[src/rtl/gpio_apb_arb_if.sv]
// Purpose : bundles the two requester ports and the APB pins in front of gpio_lite.
// Ports   : reqN_* request/grant/done/rdata per requester (N=0,1); psel/penable/pwrite/
//           paddr/pwdata toward gpio_lite, prdata back. slave = arbiter side, master = users.
interface gpio_apb_arb_if #(
  parameter int ADDR_W = 6,
  parameter int DATA_W = 32
);
  logic              req0_req;
  logic              req0_we;
  logic [ADDR_W-1:0] req0_addr;
  logic [DATA_W-1:0] req0_wdata;
  logic              req0_lock;
  logic              req0_gnt;
  logic              req0_done;
  logic [DATA_W-1:0] req0_rdata;

  logic              req1_req;
  logic              req1_we;
  logic [ADDR_W-1:0] req1_addr;
  logic [DATA_W-1:0] req1_wdata;
  logic              req1_lock;
  logic              req1_gnt;
  logic              req1_done;
  logic [DATA_W-1:0] req1_rdata;

  logic              psel;
  logic              penable;
  logic              pwrite;
  logic [ADDR_W-1:0] paddr;
  logic [DATA_W-1:0] pwdata;
  logic [DATA_W-1:0] prdata;

  modport slave (
    input  req0_req, req0_we, req0_addr, req0_wdata, req0_lock,
    output req0_gnt, req0_done, req0_rdata,
    input  req1_req, req1_we, req1_addr, req1_wdata, req1_lock,
    output req1_gnt, req1_done, req1_rdata,
    output psel, penable, pwrite, paddr, pwdata,
    input  prdata
  );

  modport master (
    output req0_req, req0_we, req0_addr, req0_wdata, req0_lock,
    input  req0_gnt, req0_done, req0_rdata,
    output req1_req, req1_we, req1_addr, req1_wdata, req1_lock,
    input  req1_gnt, req1_done, req1_rdata,
    input  psel, penable, pwrite, paddr, pwdata,
    output prdata
  );
endinterface

[src/rtl/gpio_apb_arb.sv]
// Purpose : round-robin (with RMW lock) arbiter serialising two requesters onto one APB port.
// Latency : gnt combinational in cycle A; SETUP at A+1, ACCESS at A+2, done/rdata at A+3.
// Backpressure: a request waits (req held) until gnt; peak one transfer per 2 cycles.
// Ports   : pclk, p_reset (sync, active-high); bus = gpio_apb_arb_if.slave (requesters + APB).
module gpio_apb_arb #(
  parameter int ADDR_W = 6,
  parameter int DATA_W = 32
) (
  input  logic           pclk,
  input  logic           p_reset,
  gpio_apb_arb_if.slave  bus
);

  typedef enum logic [1:0] {IDLE, SETUP, ACCESS} state_t;

  state_t            state_q, state_d;
  logic              ptr_q, ptr_d;
  logic              lock_q, lock_d;
  logic              owner_q, owner_d;
  logic              psel_q, psel_d;
  logic              penable_q, penable_d;
  logic              pwrite_q, pwrite_d;
  logic [ADDR_W-1:0] paddr_q, paddr_d;
  logic [DATA_W-1:0] pwdata_q, pwdata_d;
  logic              done0_q, done0_d;
  logic              done1_q, done1_d;
  logic [DATA_W-1:0] rdata0_q, rdata0_d;
  logic [DATA_W-1:0] rdata1_q, rdata1_d;

  logic [1:0] req;
  logic       accept;
  logic       locked_win;
  logic       winner;

  assign req = {bus.req1_req, bus.req0_req};

  // Acceptance is possible in every state except SETUP, which lets ACCESS
  // overlap the next grant and gives back-to-back transfers with no gap.
  always_comb begin
    accept     = (state_q != SETUP) && (req != 2'b00);
    // A held lock only wins while its owner is still requesting; otherwise
    // the lock is ignored this cycle and cleared by the acceptance below.
    locked_win = lock_q && req[owner_q];
    if (locked_win)         winner = owner_q;
    else if (req == 2'b11)  winner = ptr_q;
    else                    winner = req[1];
  end

  assign bus.req0_gnt = accept && !winner;
  assign bus.req1_gnt = accept &&  winner;

  // State register
  always_ff @(posedge pclk) begin
    if (p_reset) state_q <= IDLE;
    else         state_q <= state_d;
  end

  // Next-state logic
  always_comb begin
    state_d = state_q;
    case (state_q)
      IDLE:    state_d = accept ? SETUP : IDLE;
      SETUP:   state_d = ACCESS;
      ACCESS:  state_d = accept ? SETUP : IDLE;
      default: state_d = IDLE;
    endcase
  end

  // Output / bookkeeping logic
  always_comb begin
    ptr_d     = ptr_q;
    lock_d    = lock_q;
    owner_d   = owner_q;
    pwrite_d  = pwrite_q;
    paddr_d   = paddr_q;
    pwdata_d  = pwdata_q;
    rdata0_d  = rdata0_q;
    rdata1_d  = rdata1_q;
    // APB strobes are registered from the next state so they line up with it.
    psel_d    = (state_d != IDLE);
    penable_d = (state_d == ACCESS);
    // Completion uses the owner/direction of the transfer ending now; any
    // acceptance in this same ACCESS cycle only updates the _d copies.
    done0_d   = (state_q == ACCESS) && !owner_q;
    done1_d   = (state_q == ACCESS) &&  owner_q;
    if ((state_q == ACCESS) && !pwrite_q) begin
      if (owner_q) rdata1_d = bus.prdata;
      else         rdata0_d = bus.prdata;
    end
    if (accept) begin
      if (!locked_win) ptr_d = ~winner;
      lock_d   = winner ? bus.req1_lock  : bus.req0_lock;
      owner_d  = winner;
      pwrite_d = winner ? bus.req1_we    : bus.req0_we;
      paddr_d  = winner ? bus.req1_addr  : bus.req0_addr;
      pwdata_d = winner ? bus.req1_wdata : bus.req0_wdata;
    end
  end

  always_ff @(posedge pclk) begin
    if (p_reset) begin
      ptr_q     <= 1'b0;
      lock_q    <= 1'b0;
      owner_q   <= 1'b0;
      psel_q    <= 1'b0;
      penable_q <= 1'b0;
      pwrite_q  <= 1'b0;
      paddr_q   <= '0;
      pwdata_q  <= '0;
      done0_q   <= 1'b0;
      done1_q   <= 1'b0;
      rdata0_q  <= '0;
      rdata1_q  <= '0;
    end else begin
      ptr_q     <= ptr_d;
      lock_q    <= lock_d;
      owner_q   <= owner_d;
      psel_q    <= psel_d;
      penable_q <= penable_d;
      pwrite_q  <= pwrite_d;
      paddr_q   <= paddr_d;
      pwdata_q  <= pwdata_d;
      done0_q   <= done0_d;
      done1_q   <= done1_d;
      rdata0_q  <= rdata0_d;
      rdata1_q  <= rdata1_d;
    end
  end

  assign bus.psel       = psel_q;
  assign bus.penable    = penable_q;
  assign bus.pwrite     = pwrite_q;
  assign bus.paddr      = paddr_q;
  assign bus.pwdata     = pwdata_q;
  assign bus.req0_done  = done0_q;
  assign bus.req1_done  = done1_q;
  assign bus.req0_rdata = rdata0_q;
  assign bus.req1_rdata = rdata1_q;

endmodule

[src/flat_wrapper.sv]
// flat-port wrapper written by rule: the top's interface ports become plain ports
module gpio_apb_arb_flat 
#(
  parameter int ADDR_W = 6,
  parameter int DATA_W = 32
)
  (pclk, p_reset, bus_req0_req, bus_req0_we, bus_req0_addr, bus_req0_wdata, bus_req0_lock, bus_req0_gnt, bus_req0_done, bus_req0_rdata, bus_req1_req, bus_req1_we, bus_req1_addr, bus_req1_wdata, bus_req1_lock, bus_req1_gnt, bus_req1_done, bus_req1_rdata, bus_psel, bus_penable, bus_pwrite, bus_paddr, bus_pwdata, bus_prdata);
  gpio_apb_arb_if #(.ADDR_W(ADDR_W), .DATA_W(DATA_W)) bus_i ();
  input  logic pclk;
  input  logic p_reset;
  input wire logic [$bits(bus_i.req0_req)-1:0] bus_req0_req;
  input wire logic [$bits(bus_i.req0_we)-1:0] bus_req0_we;
  input wire logic [$bits(bus_i.req0_addr)-1:0] bus_req0_addr;
  input wire logic [$bits(bus_i.req0_wdata)-1:0] bus_req0_wdata;
  input wire logic [$bits(bus_i.req0_lock)-1:0] bus_req0_lock;
  output wire logic [$bits(bus_i.req0_gnt)-1:0] bus_req0_gnt;
  output wire logic [$bits(bus_i.req0_done)-1:0] bus_req0_done;
  output wire logic [$bits(bus_i.req0_rdata)-1:0] bus_req0_rdata;
  input wire logic [$bits(bus_i.req1_req)-1:0] bus_req1_req;
  input wire logic [$bits(bus_i.req1_we)-1:0] bus_req1_we;
  input wire logic [$bits(bus_i.req1_addr)-1:0] bus_req1_addr;
  input wire logic [$bits(bus_i.req1_wdata)-1:0] bus_req1_wdata;
  input wire logic [$bits(bus_i.req1_lock)-1:0] bus_req1_lock;
  output wire logic [$bits(bus_i.req1_gnt)-1:0] bus_req1_gnt;
  output wire logic [$bits(bus_i.req1_done)-1:0] bus_req1_done;
  output wire logic [$bits(bus_i.req1_rdata)-1:0] bus_req1_rdata;
  output wire logic [$bits(bus_i.psel)-1:0] bus_psel;
  output wire logic [$bits(bus_i.penable)-1:0] bus_penable;
  output wire logic [$bits(bus_i.pwrite)-1:0] bus_pwrite;
  output wire logic [$bits(bus_i.paddr)-1:0] bus_paddr;
  output wire logic [$bits(bus_i.pwdata)-1:0] bus_pwdata;
  input wire logic [$bits(bus_i.prdata)-1:0] bus_prdata;
  assign bus_i.req0_req = bus_req0_req;
  assign bus_i.req0_we = bus_req0_we;
  assign bus_i.req0_addr = bus_req0_addr;
  assign bus_i.req0_wdata = bus_req0_wdata;
  assign bus_i.req0_lock = bus_req0_lock;
  assign bus_req0_gnt = bus_i.req0_gnt;
  assign bus_req0_done = bus_i.req0_done;
  assign bus_req0_rdata = bus_i.req0_rdata;
  assign bus_i.req1_req = bus_req1_req;
  assign bus_i.req1_we = bus_req1_we;
  assign bus_i.req1_addr = bus_req1_addr;
  assign bus_i.req1_wdata = bus_req1_wdata;
  assign bus_i.req1_lock = bus_req1_lock;
  assign bus_req1_gnt = bus_i.req1_gnt;
  assign bus_req1_done = bus_i.req1_done;
  assign bus_req1_rdata = bus_i.req1_rdata;
  assign bus_psel = bus_i.psel;
  assign bus_penable = bus_i.penable;
  assign bus_pwrite = bus_i.pwrite;
  assign bus_paddr = bus_i.paddr;
  assign bus_pwdata = bus_i.pwdata;
  assign bus_i.prdata = bus_prdata;
  gpio_apb_arb #(.ADDR_W(ADDR_W), .DATA_W(DATA_W)) u_core (.pclk(pclk), .p_reset(p_reset), .bus(bus_i));
endmodule
[config.mk]
export PLATFORM = sky130hd
export DESIGN_NAME = gpio_apb_arb_flat
export DESIGN_NICKNAME = d
export VERILOG_FILES = /design/src/rtl/gpio_apb_arb_if.sv /design/src/rtl/gpio_apb_arb.sv /design/src/flat_wrapper.sv
export SDC_FILE = /design/constraint.sdc
export NUM_CORES = 1
export LEC_CHECK = 0
export ABC_CLOCK_PERIOD_IN_PS = 2600
export CAP_MARGIN = 5
export CORE_MARGIN = 2
export CORE_UTILIZATION = 45
export CTS_BUF_LIST = sky130_fd_sc_hd__clkbuf_2
export DETAILED_ROUTE_END_ITERATION = 6
export GPL_TIMING_DRIVEN = 0
export HOLD_SLACK_MARGIN = 0.06
export PLACE_DENSITY = 0.86
export SYNTH_ARGS = -nofsm -noshare
export SYNTH_HDL_FRONTEND = slang
export SYNTH_SLANG_ARGS = --single-unit
[constraint.sdc]
create_clock -name pclk -period 2.6 [get_ports pclk]
set_clock_uncertainty 0.1 [all_clocks]
set_input_delay 0.52 -clock pclk [delete_from_list [all_inputs] [get_ports pclk]]
set_output_delay 0.52 -clock pclk [all_outputs]
set_load 0.02 [all_outputs]
==> impl_metrics.py, run 1 <==
metrics = {
    "synthesis": {
        "yosysMostFrequentCell": "nand2_1",
        "yosysSeqAreaShare_pct": 45.9,
        "synth_edf_count": 0,
        "synth_nets": 683,
        "synth-seq-cells": 111,
        "synth_area_leaders": "dfxtp_1 (46%), a2111oi_0 (13%), a21oi_1 (11%)",
        "async_flop_share_pct": 0,
        "yosysTopAreaCellShare_pct": 45.9,
        "synthesis.area_um2": 4840,
        "netlist_instances": 567,
        "ys.flop_type": "dfxtp_1",
        "ys_top_cells_by_count": "nand2_1 (128), dfxtp_1 (111), a21oi_1 (105)",
        "yosysWarnings": 0,
        "synth_cell_types": 33,
        "syn_avg_cell_area_um2": 8.54,
        "synth_area_leader_cell": "dfxtp_1",
    },
    "pwr": {
        "p_clk_share_pct": 21.1,
        "power_density_nw_per_um2": 487,
        "seq_power_share_pct": 51.9,
        "net-switching-power_mw": 1.17,
        "p_sw_share_pct": 32.6,
        "leakage_nw": 2.40,
        "total_power_mw": 3.60,
        "vdd_drop_max_uv": 289,
        "combPwrFrac_pct": 27.0,
        "power.internal_mw": 2.43,
    },
    "critical_path": {
        "r2r_cells": 6,
        "path_delay_family": "buffers and inverters",
        "cp.required_ns": 1.98,
        "cp_common_cell": "buf_4",
        "cp-end-kind": "output pin",
        "critPathSlowestCell": "dfxtp_4",
        "r2r_slack_ns": 0.61,
        "r2r_end": "u_core.bus.paddr[2]",
        "start_kind": "register",
        "startpoint": "u_core.state_q[0]",
        "path_buf_inv": 3,
        "crit_chain": "nor2b_4, buf_6, buf_4, a211oi_2, buf_4",
        "slowest_delay_ns": 0.46,
        "crit_type": "register to output pin",
        "reg2reg_from": "u_core.lock_q",
        "critPathMaxFanout": 10,
        "cp_data_arrival_time_ns": 1.86,
    },
    "final_layout": {
        "multi_input_area_um2": 2260,
        "nNetsFinal": 918,
        "diodes": 0,
        "ff_latch_area_um2": 2230,
        "fin_util_pct": 71.3,
        "syn2layout_area_growth_pct": 52.7,
        "drive_gt1_share_pct": 9.05,
        "num-fill-cells": 812,
        "fin_cells": 943,
        "fin_area_um2": 7390,
    },
    "timing": {
        "finalCriticalPeriod_ns": 2.48,
        "maxSlewViolCount": 0,
        "hold_viol": 0,
        "hold_slack_ns": 0.276,
        "setup_slack_ns": 0.123,
        "timing.fmax_ghz": 0.404,
        "setup-tns-final_ns": 0,
        "finalCritPeriodShare_pct": 95.3,
        "setup_viol": 0,
        "worst_pin_slew_ns": 0.581,
        "rsz0062_at_grt": "no",
        "slew_headroom_pct": 61.3,
    },
    "route": {
        "dr.pass1.iters": 5,
        "avgRoutedWirePerCell_um": 17.9,
        "drcViolationCount": 0,
        "drtAntennaViolNets": 0,
        "drt-total-wl_um": 16900,
        "drt_iter0_markers": 339,
        "vias": 5491,
        "vias_per_cell": 5.82,
    },
    "cts": {
        "clockBufferDepth": 2,
        "numClockSinks": 111,
        "path_clk_slew_ns": 0.32,
        "cts_inserted_buffers": 9,
        "tritoncts": "built",
        "clockRootBuffer": "clkbuf_2",
        "htree_num_levels": 3,
        "clk_latency_ns": 0.59,
    },
    "floorplanning": {
        "rows": 37,
        "initial_core_util_pct": 46.7,
        "dieHeight_um": 108,
        "io_pins": 225,
        "die_w_um": 108,
        "dieArea_um2": 11600,
        "core-area_um2": 10400,
    },
    "placed_design": {
        "placed_cell_area_um2": 7240,
        "io_buffers": 223,
        "placed_cells": 926,
        "place.gp.congestion": 0.828,
        "hpwl_um": 12600,
        "dpl_worst_slack_ns": -0.313,
    },
    "global_route": {
        "gr-usage-all-layers_pct": 28.2,
        "antenna_found_initial": 0,
        "overflow": 0,
        "grt_pass1_vias": 5326,
        "grt_max_degree": 20,
        "grt_pass1_wl_um": 26400,
    },
    "hold_path": {
        "holdPathStages": 2,
        "min_from": "p_reset",
        "hp-class": "input port to register",
        "min_to": "u_core.bus.penable",
    },
    "job": {
        "cap_violations": 0,
    },
    "outcome": {
        "status": "completed",
    },
}
[power groups by stage]
stage	registers [mW]	clock network [mW]	logic [mW]
floorplan	1.99	0	0.363
global placement	1.89	0	0.923
detailed placement	1.89	0	0.947
CTS	1.87	0.757	0.959
global route	1.88	0.842	1.03
finish	1.87	0.760	0.972
[cell usage in the layout, fill, tap and decap left out, types with 3 or more instances in the layout]
cell / instances
inv_1: 3
dfxtp_1: 107
buf_4: 7
a2111oi_0: 74
buf_6: 5
a21oi_1: 105
nor4_1: 41
a2111oi_2: 7
clkinv_4: 3
clkdlybuf4s50_1: 221
buf_2: 17
nand2_1: 128
buf_1: 7
clkbuf_1: 36
clkbuf_2: 13
[metal layers]
layer / track usage, % / wire length [µm] / vias up
met5: 0 / 0 / -
met2: 49.1 / 8290 / 301
met3: 7.75 / 1620 / 28
met4: 8.61 / 340 / 0
met1: 33.8 / 6630 / 2576
li1: - / - / 2586
[final cells by class]
cell class	count	share of cell area, %
Timing Repair Buffer	226	30.4
Buffer	72	4.91
Sequential cell	111	30.2
Clock buffer	10	0.677
Multi-Input combinational cell	379	30.6
Inverter	3	0.152
Tap cell	136	2.30
Clock inverter	6	0.728
[worst register-to-register path, cell delays in order (launching register included)]
cell       delay [ns]
dfxtp_2          0.39
buf_6            0.12
mux2_4           0.39
buf_4            0.19
buf_6            0.14
a2111oi_0        0.48
nor4_1           0.12
[flip-flops by register name (all words and copies together), names as in the netlist, named ones only]
name,flops
u_core.bus.paddr,6
u_core.bus.penable,1
u_core.bus.psel,1
u_core.bus.pwdata,32
u_core.bus.pwrite,1
u_core.bus.req0_done,1
u_core.bus.req0_rdata,32
u_core.bus.req1_done,1
u_core.bus.req1_rdata,32
u_core.lock_q,1
u_core.ptr_q,1
u_core.state_q,1
[logic make-up (layout without fill, tap and decap cells)]
kind of cell	count (synthesis)	in the layout	share of synthesized area, %
buf+inv	77	317	7.78
simple gates	183	183	17.9
mux	3	3	0.827
compound gates	193	193	27.6
flops	111	111	45.9
[worst max path at each step]
| stage | to | slack (ns) | cells after the start |
|---|---|---|---|
| after floorplan | bus_req0_gnt | 0.48 | 4 |
| after CTS | bus_req1_gnt | 0.03 | 5 |
| after global placement | bus_req1_gnt | -0.29 | 5 |
| final | bus_req1_gnt | 0.12 | 5 |
| after detailed placement | bus_req1_gnt | -0.31 | 5 |
| after global routing | bus_req1_gnt | 0.004 | 5 |
[repair_timing]
| action | in CTS | in global routing |
|---|---|---|
| hold buffers | 0 | 0 |
| gates resized for setup | 18 | 7 |
| endpoints found under the setup margin | 2 | 2 |
| setup buffers | 1 | 2 |
| gates cloned | 0 | 0 |
Power figures use the tool's default switching activity.
==> run 2, diff against run 1 <==
==> constraint.sdc (replaced) <==
create_clock -name pclk -period 2.6 [get_ports pclk]
set_clock_uncertainty 0.1 [all_clocks]
set_input_delay 0.26 -clock pclk [delete_from_list [all_inputs] [get_ports pclk]]
set_output_delay 0.26 -clock pclk [all_outputs]
set_load 0.02 [all_outputs]
==> run 2 against run 1 <==
- sequential share of layout area shrank 0.073 points
- hold slack lost 0.19 ns
- combinational power shrank 0.7%
==> impl_metrics.py, run 2 (synthesis results as in run 1) <==
metrics = {
    "hold_path": {
        "hp-class": "input port to register",
        "min_from": "p_reset",
        "holdPathStages": 2,
    },
    "timing": {
        "timing.fmax_ghz": 0.417,
        "worst_pin_slew_ns": 0.590,
        "hold_viol": 0,
        "rsz0062_at_grt": "no",
        "finalCritPeriodShare_pct": 92.3,
        "finalCriticalPeriod_ns": 2.40,
        "maxSlewViolCount": 0,
        "setup_viol": 0,
        "hold_slack_ns": 0.0895,
        "setup-tns-final_ns": 0,
        "slew_headroom_pct": 60.7,
    },
    "global_route": {
        "use_met2_pct": 49.1,
        "gr-usage-all-layers_pct": 28.2,
        "grt_max_degree": 20,
        "grt_pass1_wl_um": 26400,
        "overflow": 0,
        "busiest_layer": "met2",
        "antenna_found_initial": 0,
        "grtUsageMet1_pct": 33.7,
        "grt_pass1_vias": 5310,
        "use_met3_pct": 7.75,
    },
    "placed_design": {
        "io_buffers": 223,
        "place.gp.congestion": 0.828,
        "hpwl_um": 12600,
    },
    "route": {
        "vias": 5459,
        "avgRoutedWirePerCell_um": 17.7,
        "drt-total-wl_um": 16800,
        "drcViolationCount": 0,
        "dr.pass1.iters": 6,
        "drt_iter0_markers": 377,
        "drtAntennaViolNets": 0,
        "vias_per_cell": 5.78,
    },
    "floorplanning": {
        "dieArea_um2": 11600,
        "die_w_um": 108,
        "core-area_um2": 10400,
        "dieHeight_um": 108,
        "io_pins": 225,
        "initial_core_util_pct": 46.7,
        "rows": 37,
    },
    "cts": {
        "numClockSinks": 111,
        "htree_num_levels": 3,
        "clk_latency_ns": 0.57,
        "cts_inserted_buffers": 9,
        "path_clk_slew_ns": 0.34,
        "clockBufferDepth": 2,
        "clockRootBuffer": "clkbuf_2",
        "tritoncts": "built",
    },
    "critical_path": {
        "critPathSlowestCell": "dfxtp_1",
        "crit_chain": "buf_6, mux2_4, buf_6, a211oi_1, clkbuf_2",
        "r2r_slack_ns": 0.71,
        "reg2reg_from": "u_core.bus.penable",
        "cp_data_arrival_time_ns": 2.04,
        "cp.required_ns": 2.24,
        "start_kind": "register",
        "crit_type": "register to output pin",
        "critPathMaxFanout": 10,
        "r2r_end": "u_core.bus.paddr[0]",
        "cp-end-kind": "output pin",
        "slowest_delay_ns": 0.39,
        "r2r_cells": 5,
        "cp_common_cell": "buf_6",
    },
    "final_layout": {
        "final_common_cell": "clkdlybuf4s50_1",
        "diodes": 0,
        "nNetsFinal": 920,
        "drive_gt1_share_pct": 8.16,
        "syn2layout_area_growth_pct": 52.4,
        "final_cell_mix": "clkdlybuf4s50_1 (221), nand2_1 (128), dfxtp_1 (110)",
    },
    "job": {
        "cap_violations": 0,
    },
    "pwr": {
        "leakage_nw": 2.39,
        "vdd_drop_max_uv": 287,
        "power_density_nw_per_um2": 486,
    },
    "outcome": {
        "status": "completed",
    },
}
## run 2: changes by cell type in the layout (fill, tap and decap cells not counted), sizes merged
cell	change
dlygate4sd3	+3
buf	-4
clkbuf	+3
## run 2: where the power goes
group          switching [mW]  internal, mW
registers              0.0628          1.80
logic                   0.498         0.467
clock network           0.603         0.151
## run 2: worst max-delay path by stage
| stage | from | end | slack [ns] | cells after the start |
|---|---|---|---|---|
| 6_report | u_core.lock_q | bus_req0_gnt | 0.20 | 5 |
| 3_5_place_dp | bus_req0_req | bus_req1_gnt | 0.21 | 5 |
| 2_1_floorplan | u_core.bus.penable | bus_req0_gnt | 0.74 | 4 |
| 3_3_place_gp | bus_req0_req | bus_req1_gnt | 0.23 | 5 |
| 4_1_cts | register | bus_req1_gnt | 0.03 | 5 |
| 5_1_grt | u_core.lock_q | bus_req0_gnt | 0.04 | 5 |
## run 2: area by class of cell
cell class | instances | area (µm²)
Clock buffer | 10 | 50.0
Fill cell | 815 | 2990
Buffer | 74 | 368
Multi-Input combinational cell | 379 | 2250
Sequential cell | 111 | 2220
Clock inverter | 6 | 53.8
Timing Repair Buffer | 226 | 2250
Tap cell | 136 | 170
Inverter | 3 | 11.3
## run 2: metal layers
| metal | vias to the layer above | routed length [µm] |
|---|---|---|
| met4 | 0 | 297 |
| met1 | 2539 | 6580 |
| li1 | 2591 | - |
| met2 | 302 | 8200 |
| met5 | - | 0 |
| met3 | 27 | 1680 |
## run 2: critical path, delay by kind of cell, from the launching register on
kind / cells / cell delay [ns]
flip-flops: 1 / 0.39
AO/OA/AOI/OAI: 1 / 0.25
multiplexers: 1 / 0.36
buffers and inverters: 3 / 0.50
## run 2: what timing repair did
action | in CTS | in global routing
cloned | 0 | 0
setup buffers | 0 | 0
endpoints found under the hold margin | 1 | 3
endpoints found under the setup margin | 2 | 2
gates resized for setup | 5 | 7
hold buffers | 1 | 2
## run 2: stage by stage
stage               area (µm²)  util, %  total power [mW]  instances  worst slack [ns]
global route              7380     71.2              3.74        945            0.0435
floorplan                 4840        -              2.35        567             0.738
CTS                       7360     71.0              3.57        943            0.0264
finish                    7380     71.2              3.59        945             0.200
detailed placement        7240     69.9              2.84        926             0.207
global placement          7240     69.9              2.81        926             0.234
==> run 3, diff against run 2 <==
--- a/config.mk
+++ b/config.mk
@@ -7,7 +7,6 @@
 export LEC_CHECK = 0
 export ABC_CLOCK_PERIOD_IN_PS = 2600
 export CAP_MARGIN = 5
-export CORE_MARGIN = 2
 export CORE_UTILIZATION = 45
 export CTS_BUF_LIST = sky130_fd_sc_hd__clkbuf_2
 export DETAILED_ROUTE_END_ITERATION = 6
==> run 3 against run 2 <==
- critical path depth did not move
- setup slack worse by 0.093 ns
- sequential cell count unchanged
- hold slack better by 0.0092 ns
- wire length is 0.36% higher
- sequential share of layout area down 0.13 points
- global-route usage grew 1.5 points
- clock-buffer cell count is 1 lower
- sequential power is essentially flat
- non-clock buffer count fell by 1
==> impl_metrics.py, run 3 (synthesis results as in run 1) <==
metrics = {
    "route": {
        "drt-total-wl_um": 16800,
        "vias": 5524,
        "avgRoutedWirePerCell_um": 17.8,
        "drt_iter0_markers": 353,
        "dr.pass1.iters": 5,
        "vias_per_cell": 5.85,
        "drcViolationCount": 0,
        "drtAntennaViolNets": 0,
    },
    "pwr": {
        "total_power_mw": 3.76,
        "power_density_nw_per_um2": 507,
        "leakage_nw": 2.41,
        "vdd_drop_max_uv": 270,
    },
    "placed_design": {
        "dpl_worst_slack_ns": 0.177,
        "place.gp.congestion": 0.885,
        "io_buffers": 223,
        "hpwl_um": 12400,
    },
    "floorplanning": {
        "core-area_um2": 10400,
        "dieArea_um2": 11200,
        "rows": 37,
        "die_w_um": 106,
        "initial_core_util_pct": 46.7,
        "io_pins": 225,
        "dieHeight_um": 106,
    },
    "hold_path": {
        "min_from": "bus_prdata[3]",
        "holdPathStages": 3,
        "hp-class": "input port to register",
        "min_to": "u_core.bus.req1_rdata[3]",
    },
    "timing": {
        "maxSlewViolCount": 0,
        "setup_slack_ns": 0.107,
        "timing.fmax_ghz": 0.401,
        "worst_pin_slew_ns": 0.670,
        "finalCritPeriodShare_pct": 95.9,
        "setup_viol": 0,
        "rsz0062_at_grt": "no",
        "hold_viol": 0,
        "slew_headroom_pct": 54.2,
        "finalCriticalPeriod_ns": 2.49,
        "setup-tns-final_ns": 0,
    },
    "cts": {
        "htree_num_levels": 3,
        "numClockSinks": 111,
        "post_cts_buffers": 0,
        "clockRootBuffer": "clkbuf_2",
        "tritoncts": "built",
        "path_clk_slew_ns": 0.32,
        "clk_latency_ns": 0.58,
        "cts_inserted_buffers": 9,
        "clockBufferDepth": 2,
    },
    "final_layout": {
        "drive_gt1_share_pct": 8.54,
        "num-fill-cells": 805,
        "final_cell_mix": "clkdlybuf4s50_1 (221), nand2_1 (128), dfxtp_1 (108)",
        "diodes": 0,
        "nNetsFinal": 919,
        "final_common_cell": "clkdlybuf4s50_1",
        "syn2layout_area_growth_pct": 53.3,
        "fin_util_pct": 71.6,
    },
    "global_route": {
        "grt_max_degree": 20,
        "antenna_found_initial": 0,
        "gr-usage-all-layers_pct": 29.6,
        "overflow": 0,
        "grt_pass1_wl_um": 26700,
        "grt_pass1_vias": 5303,
    },
    "outcome": {
        "status": "completed",
    },
    "job": {
        "cap_violations": 0,
    },
    "critical_path": {
        "cp_data_arrival_time_ns": 2.13,
        "crit_type": "register to output pin",
        "cp.required_ns": 2.24,
        "cp-end-kind": "output pin",
        "start_kind": "register",
        "critPathMaxFanout": 10,
        "r2r_slack_ns": 0.64,
        "r2r_cells": 5,
        "r2r_end": "u_core.bus.pwdata[6]",
    },
}
[run 3: worst max-delay path, stage by stage (launching register included)]
cell and delay (ns):
dfxtp_2 0.40, clkbuf_4 0.19, mux2i_2 0.31, clkbuf_4 0.28, a211oi_1 0.09, clkdlybuf4s15_2 0.28
[run 3: area by class of cell]
class / instances / area, µm² / share of cell area [%]
Tap cell: 136 / 170 / 2.29
Clock buffer: 9 / 45.0 / 0.607
Clock inverter: 7 / 103 / 1.38
Inverter: 3 / 11.3 / 0.152
Timing Repair Buffer: 225 / 2250 / 30.3
Sequential cell: 111 / 2230 / 30.0
Multi-Input combinational cell: 379 / 2250 / 30.3
Buffer: 74 / 370 / 4.99
[run 3: timing repair]
action                     CTS  global route
hold buffers                 2             0
pin swaps                    0             0
hold endpoints to repair     2             0
gates resized for setup      8             7
setup endpoints to repair    2             2
[run 3: metrics by stage]
step                      cell area [µm²]  hold WS [ns]  cells
after floorplan                      4840         0.296    567
final                                7420        0.0987    944
after global placement               7240         0.342    926
after global routing                 7420        0.0657    944
after CTS                            7410        0.0603    944
after detailed placement             7240         0.347    926
[run 3: how the worst max path moves through the flow]
stage,from,end,slack [ns],depth (start not counted)
after CTS,register,bus_req1_gnt,0.03,5
after detailed placement,bus_req0_req,bus_req1_gnt,0.18,5
after global placement,bus_req0_req,bus_req1_gnt,0.23,5
after floorplan,u_core.bus.penable,bus_req0_gnt,0.74,4
after global routing,register,bus_req1_gnt,0.03,5
final,register,bus_req1_gnt,0.11,5
[run 3: routing by layer]
metal	wire, µm	vias to the layer above	share of wire [%]	global-route usage [%]
met2	7970	347	47	51.4
met1	6830	2543	41	35.6
met4	509	0	3.0	11.7
li1	-	2585	-	-
met5	0	-	0	0
met3	1500	49	8.9	6.43
[run 3: power breakdown]
part	switching (mW)	total (mW)	leakage, nW	internal, mW
Sequential	0.0622	1.87	0.909	1.80
Clock	0.599	0.928	0.0831	0.330
Combinational	0.501	0.967	1.41	0.466
Total	1.16	3.76	2.41	2.60
